--- config.mk ---
export PLATFORM = sky130hd
export DESIGN_NAME = uart_threshold_reporter
export DESIGN_NICKNAME = d
export VERILOG_FILES = /design/src/rtl/uart_threshold_reporter.sv
export SDC_FILE = /design/constraint.sdc
export NUM_CORES = 1
export LEC_CHECK = 0
export BUFFER_PORTS_ARGS = -buffer_cell sky130_fd_sc_hd__clkbuf_2
export CORE_MARGIN = 5
export CORE_UTILIZATION = 45
export DETAILED_ROUTE_END_ITERATION = 10
export PLACE_DENSITY = 0.75
export SYNTH_ARGS = -nofsm -noshare
export SYNTH_HDL_FRONTEND = slang
export SYNTH_SLANG_ARGS = --single-unit
--- constraint.sdc ---
create_clock -name clk -period 3.9 [get_ports clk]
set_clock_uncertainty 0.2 [all_clocks]
set_input_delay 0.585 -clock clk [delete_from_list [all_inputs] [get_ports clk]]
set_output_delay 0.585 -clock clk [all_outputs]
set_load 0.1 [all_outputs]
--- src/rtl/uart_threshold_reporter.sv ---
// Formats a captured threshold as "M=[-]digits[*HH]\r\n" and streams it into the uart transmit handshake.
// Optional checksum suffix enabled by defining THRESH_REPORT_CKSUM_EN.
module uart_threshold_reporter #(
  parameter int unsigned TX_GUARD = 2
) (
  input  logic        clk,
  input  logic        rst,
  input  logic        report_req,
  input  logic [7:0]  mode_char,
  input  logic [15:0] value,
  input  logic        value_is_signed,
  input  logic        idle_ready_tx,
  output logic [7:0]  data_tx,
  output logic        start_tx,
  output logic        busy,
  output logic        done
);

  typedef enum logic [2:0] {
    S_IDLE, S_CONVERT, S_SEND_WAIT, S_SEND_GUARD, S_DONE
  } state_t;

  localparam logic [3:0] GUARD_LAST = 4'(TX_GUARD - 1);

  state_t      state, state_nxt;
  logic [7:0]  mode_q;
  logic        neg_q;
  logic [15:0] rem_q;
  logic [2:0]  pow_idx;
  logic [3:0]  digit_cnt;
  logic [3:0]  dig_buf [5];
  logic [2:0]  first_idx;
  logic        seen_nz;
  logic [3:0]  byte_idx;
  logic [3:0]  guard_cnt;
  logic        capture, issue, advance, sub_ok;
  logic [7:0]  cur_byte;
  logic [3:0]  dig_base, dig_end, cr_pos;
  logic [2:0]  dig_sel;
  logic [7:0]  low_byte, low_mag;

  function automatic logic [15:0] pow10(input logic [2:0] idx);
    case (idx)
      3'd0:    pow10 = 16'd10000;
      3'd1:    pow10 = 16'd1000;
      3'd2:    pow10 = 16'd100;
      3'd3:    pow10 = 16'd10;
      default: pow10 = 16'd1;
    endcase
  endfunction

  assign low_byte = value[7:0];
  assign low_mag  = low_byte[7] ? (~low_byte + 8'd1) : low_byte;
  assign sub_ok   = rem_q >= pow10(pow_idx);

  // Line layout: mode, '=', optional '-', digits, [checksum], CR, LF.
  assign dig_base = neg_q ? 4'd3 : 4'd2;
  assign dig_end  = dig_base + 4'd5 - {1'b0, first_idx};
  assign dig_sel  = first_idx + 3'(byte_idx - dig_base);

`ifdef THRESH_REPORT_CKSUM_EN
  logic [7:0] cksum_q;

  function automatic logic [7:0] hex_ascii(input logic [3:0] nib);
    hex_ascii = (nib < 4'd10) ? (8'h30 + {4'h0, nib}) : (8'h37 + {4'h0, nib});
  endfunction

  assign cr_pos = dig_end + 4'd3;
`else
  assign cr_pos = dig_end;
`endif

  always_comb begin
    cur_byte = 8'h0A;
    if (byte_idx == 4'd0)          cur_byte = mode_q;
    else if (byte_idx == 4'd1)     cur_byte = 8'h3D;
    else if (byte_idx < dig_base)  cur_byte = 8'h2D;
    else if (byte_idx < dig_end)   cur_byte = {4'h3, dig_buf[dig_sel]};
`ifdef THRESH_REPORT_CKSUM_EN
    else if (byte_idx == dig_end)          cur_byte = 8'h2A;
    else if (byte_idx == dig_end + 4'd1)   cur_byte = hex_ascii(cksum_q[7:4]);
    else if (byte_idx == dig_end + 4'd2)   cur_byte = hex_ascii(cksum_q[3:0]);
`endif
    else if (byte_idx == cr_pos)   cur_byte = 8'h0D;
  end

  always_ff @(posedge clk) begin
    if (rst) state <= S_IDLE;
    else     state <= state_nxt;
  end

  // NOTE: every output of a combinational block gets a default first so no path leaves it unassigned (no latch).
  always_comb begin
    state_nxt = state;
    busy      = 1'b0;
    done      = 1'b0;
    capture   = 1'b0;
    issue     = 1'b0;
    advance   = 1'b0;
    case (state)
      S_IDLE: if (report_req) begin
        capture   = 1'b1;
        state_nxt = S_CONVERT;
      end
      S_CONVERT: begin
        busy = 1'b1;
        if (!sub_ok && pow_idx == 3'd4) state_nxt = S_SEND_WAIT;
      end
      S_SEND_WAIT: begin
        busy = 1'b1;
        if (idle_ready_tx) begin
          issue     = 1'b1;
          state_nxt = S_SEND_GUARD;
        end
      end
      S_SEND_GUARD: begin
        busy = 1'b1;
        if (guard_cnt == GUARD_LAST) begin
          if (byte_idx == cr_pos + 4'd1) begin
            state_nxt = S_DONE;
          end else begin
            advance   = 1'b1;
            state_nxt = S_SEND_WAIT;
          end
        end
      end
      S_DONE: begin
        done      = 1'b1;
        state_nxt = S_IDLE;
      end
      default: state_nxt = S_IDLE;
    endcase
  end

  // NOTE: sequential state uses non-blocking assignments so every register samples pre-edge values.
  always_ff @(posedge clk) begin
    if (rst) begin
      mode_q    <= '0;
      neg_q     <= 1'b0;
      rem_q     <= '0;
      pow_idx   <= '0;
      digit_cnt <= '0;
      first_idx <= '0;
      seen_nz   <= 1'b0;
      byte_idx  <= '0;
      guard_cnt <= '0;
      data_tx   <= '0;
      start_tx  <= 1'b0;
      for (int i = 0; i < 5; i++) dig_buf[i] <= '0;
`ifdef THRESH_REPORT_CKSUM_EN
      cksum_q   <= '0;
`endif
    end else begin
      start_tx <= issue;
      if (capture) begin
        mode_q    <= mode_char;
        neg_q     <= value_is_signed & low_byte[7];
        rem_q     <= value_is_signed ? {8'h00, low_mag} : value;
        pow_idx   <= '0;
        digit_cnt <= '0;
        first_idx <= 3'd4;
        seen_nz   <= 1'b0;
        byte_idx  <= '0;
        guard_cnt <= '0;
`ifdef THRESH_REPORT_CKSUM_EN
        cksum_q   <= '0;
`endif
      end
      // Restoring division: one subtraction or one power step per cycle.
      if (state == S_CONVERT) begin
        if (sub_ok) begin
          rem_q     <= rem_q - pow10(pow_idx);
          digit_cnt <= digit_cnt + 4'd1;
        end else begin
          dig_buf[pow_idx] <= digit_cnt;
          digit_cnt        <= '0;
          if (digit_cnt != 4'd0 && !seen_nz) begin
            first_idx <= pow_idx;
            seen_nz   <= 1'b1;
          end
          if (pow_idx != 3'd4) pow_idx <= pow_idx + 3'd1;
        end
      end
      if (issue) begin
        data_tx   <= cur_byte;
        guard_cnt <= '0;
`ifdef THRESH_REPORT_CKSUM_EN
        if (byte_idx < dig_end) cksum_q <= cksum_q ^ cur_byte;
`endif
      end else if (state == S_SEND_GUARD && guard_cnt != GUARD_LAST) begin
        guard_cnt <= guard_cnt + 4'd1;
      end
      if (advance) byte_idx <= byte_idx + 4'd1;
    end
  end

endmodule

==> metrics.yaml <==
synth:
  synth.area.top_cells: "dfxtp_1 21%, edfxtp_1 18%, ha_1 8.6%, nor2_1 5.0%, a21oi_1 4.0%"
  yosys_warnings: 0
  syn-mean-instance-area_um2: 9.07
  syn-num-nets: 643
  synth_top_cell_by_area: "dfxtp_1"
  synthesis.area_um2: 5220
  synth-seq-area-share: 0.399
  synth_top_area_frac: 0.215
  synth_edf_count: 32
  synthArstFlopShare: 0
  ys.flop_type: "dfxtp_1"
  yosysMostFrequentCell: "nor2_1"
  ys_types: 65
  synth_seq_cells: 88
  synth_commonest_cells: "69 x nor2_1, 56 x dfxtp_1, 56 x nand2_1"
  syn_inst: 576
finish:
  fin_nets: 684
  fill_cells: 1067
  syn_to_final_growth_pct: 14.4
  diodes: 0
  drive_gt1_frac: 0.153
  multiInputGateArea_um2: 2940
  layout.cells.non_filler: 765
  finalInstanceArea_um2: 5980
  seqCellArea_um2: 2080
die:
  die_width_um: 118
  die_h_um: 118
  die_area_um2: 13900
  fp-row-count: 39
  initial_utilization: 0.457
  ios: 40
  core_region_area_um2: 11400
sta:
  rsz0062_at_grt: "no"
  post-route-period-util: 0.937
  timing.fmax_mhz: 274
  finalHoldWorstSlack_ns: 0.256
  period_minus_slack_ns: 3.65
  slew_headroom: 0.401
  final-max-slew-violation-count: 0
  worst_pin_slew_ns: 0.895
  timing.final.hold_violations: 0
  final-setup-viol-count: 0
  setup_tns_ns: 0
worst_setup_path:
  crit_required_ns: 3.95
  reg2reg_depth: 14
  worst-path-max-fanout: 13
  end_kind: "register"
  rrSetupSlack_ns: 0.25
  cp-start-kind: "register"
  worstPathArrival_ns: 3.71
  crit_type: "register to register"
cts:
  cts_buffers: 9
  clk_latency_ns: 0.33
  htreeDepth: 3
  clockRootBuffer: "clkbuf_16"
  clk_pin_slew_worst_paths_ns: 0.07
  clockBufferDepth: 2
  cts_sinks: 88
  cts_tree: "yes"
routing:
  postRouteAntennaNets: 0
  routed_wl_um: 12300
  drt_first_pass_iters: 5
  drc_errors: 0
  drt_iter0_drc: 261
  wl_per_cell_um: 16.1
  viasPerCell: 5.76
  via_count: 4409
global_routing:
  grt_max_degree: 34
  antenna_found_initial: 0
  grt_pass1_vias: 4385
  grt_usage: 0.180
  grt_pass1_wl_um: 21100
  grt_overflow: 0
worst_hold_path:
  hp-class: "primary input to register"
  min_path_cells: 3
placement:
  io_buffer_count: 39
  post-place-cells: 749
  dp_hpwl_um: 9310
  gp_congestion: 0.838
  placed_cell_area_um2: 5620
flow_run:
  max-cap-violations: 0
outcome:
  outcome: "completed"
power_and_ir_drop:
  p_per_area_nw_per_um2: 506
  power_w: 0.00302
  power_leakage_nw: 2.41
  vdd_drop_max_v: 0.000304
==> repair_timing <==
action | in CTS | in global routing
hold buffers | 0 | 0
setup buffers | 0 | 0
setup endpoints to repair | 0 | 59
gates resized for setup | 0 | 7
==> where the power goes <==
group / switching (W) / leakage (nW) / total (W) / internal, W
combinational: 0.000620 / 1.46 / 0.00100 / 0.000381
sequential: 0.0000607 / 0.786 / 0.00108 / 0.00102
clock: 0.000392 / 0.163 / 0.000942 / 0.000550
total: 0.00107 / 2.41 / 0.00302 / 0.00195
==> final cells by class <==
type | count | area share
tap | 143 | 0.0299
clock inverter | 6 | 0.0128
multi-input combinational | 430 | 0.492
clock buffer | 10 | 0.0419
sequential | 88 | 0.349
inverter | 32 | 0.0201
timing repair buffer | 56 | 0.0546
==> worst max-delay path: stages, from the launching register on <==
cell	delay, ns
dfxtp_1	0.37
inv_1	0.19
ha_1	0.24
o21ai_1	0.09
and3b_1	0.21
ha_1	0.20
fa_1	0.38
nand2b_1	0.21
a211oi_2	0.24
o21ai_1	0.19
a211oi_4	0.33
buf_4	0.24
nor4b_1	0.26
a211oi_1	0.08
a21oi_1	0.16
==> cells by family (layout without fill, tap and decap cells) <==
logic type | Yosys count | in the layout | share of synthesized area
AO/OA/AOI/OAI | 135 | 135 | 0.172
XOR/XNOR | 24 | 24 | 0.0431
adder cells (fa/ha/maj) | 38 | 38 | 0.0939
buffers and inverters | 58 | 104 | 0.0436
flip-flops | 88 | 88 | 0.399
multiplexers | 17 | 17 | 0.0482
AND/OR/NAND/NOR | 216 | 216 | 0.200
==> per-stage QoR <==
| step | setup slack, ns | utilization |
|---|---|---|
| 3_3_place_gp | 0.230 | 0.492 |
| 2_1_floorplan | 0.232 | - |
| 3_5_place_dp | 0.124 | 0.492 |
| 5_1_grt | 0.0303 | 0.523 |
| 6_report | 0.246 | 0.523 |
| 4_1_cts | 0.0884 | 0.521 |
==> state kept, by name, indices dropped and copies added, names as in the netlist <==
register,cells
dig_buf,32
rem_q,16
data_tx,8
mode_q,8
byte_idx,4
digit_cnt,4
guard_cnt,4
first_idx,3
pow_idx,3
state,3
neg_q,1
seen_nz,1
start_tx,1
==> cell usage in the layout (no fill, tap or decap), drive strengths merged, types with 5 or more instances in the layout <==
master  count
nor2       69
nand2      56
dfxtp      56
clkbuf     49
a21oi      43
inv        37
ha         36
edfxtp     32
a211oi     22
and2       21
buf        17
o21ai      17
nor3       14
xnor2      14
xor2        9
nand4       8
a31oi       7
nand3       7
nand2b      6
nor3b       6
mux4        6
mux2i       6
nor4        6
a21o        5
mux2        5
==> worst paths after layout <==
kind	start	endpoint
worst max-delay path	pow_idx[0]	rem_q[15]
worst min-delay path	mode_char[3]	mode_q[3]
worst min register to register	mode_q[7]	mode_q[7]
worst max register to register	pow_idx[0]	rem_q[15]
==> per-layer routing <==
layer	track usage	routed length, µm	vias up
li1	-	-	2163
met5	0	0	-
met4	0.0523	259	0
met2	0.315	6130	142
met3	0.0346	674	22
met1	0.225	5260	2082
Power figures use the tool's default switching activity.
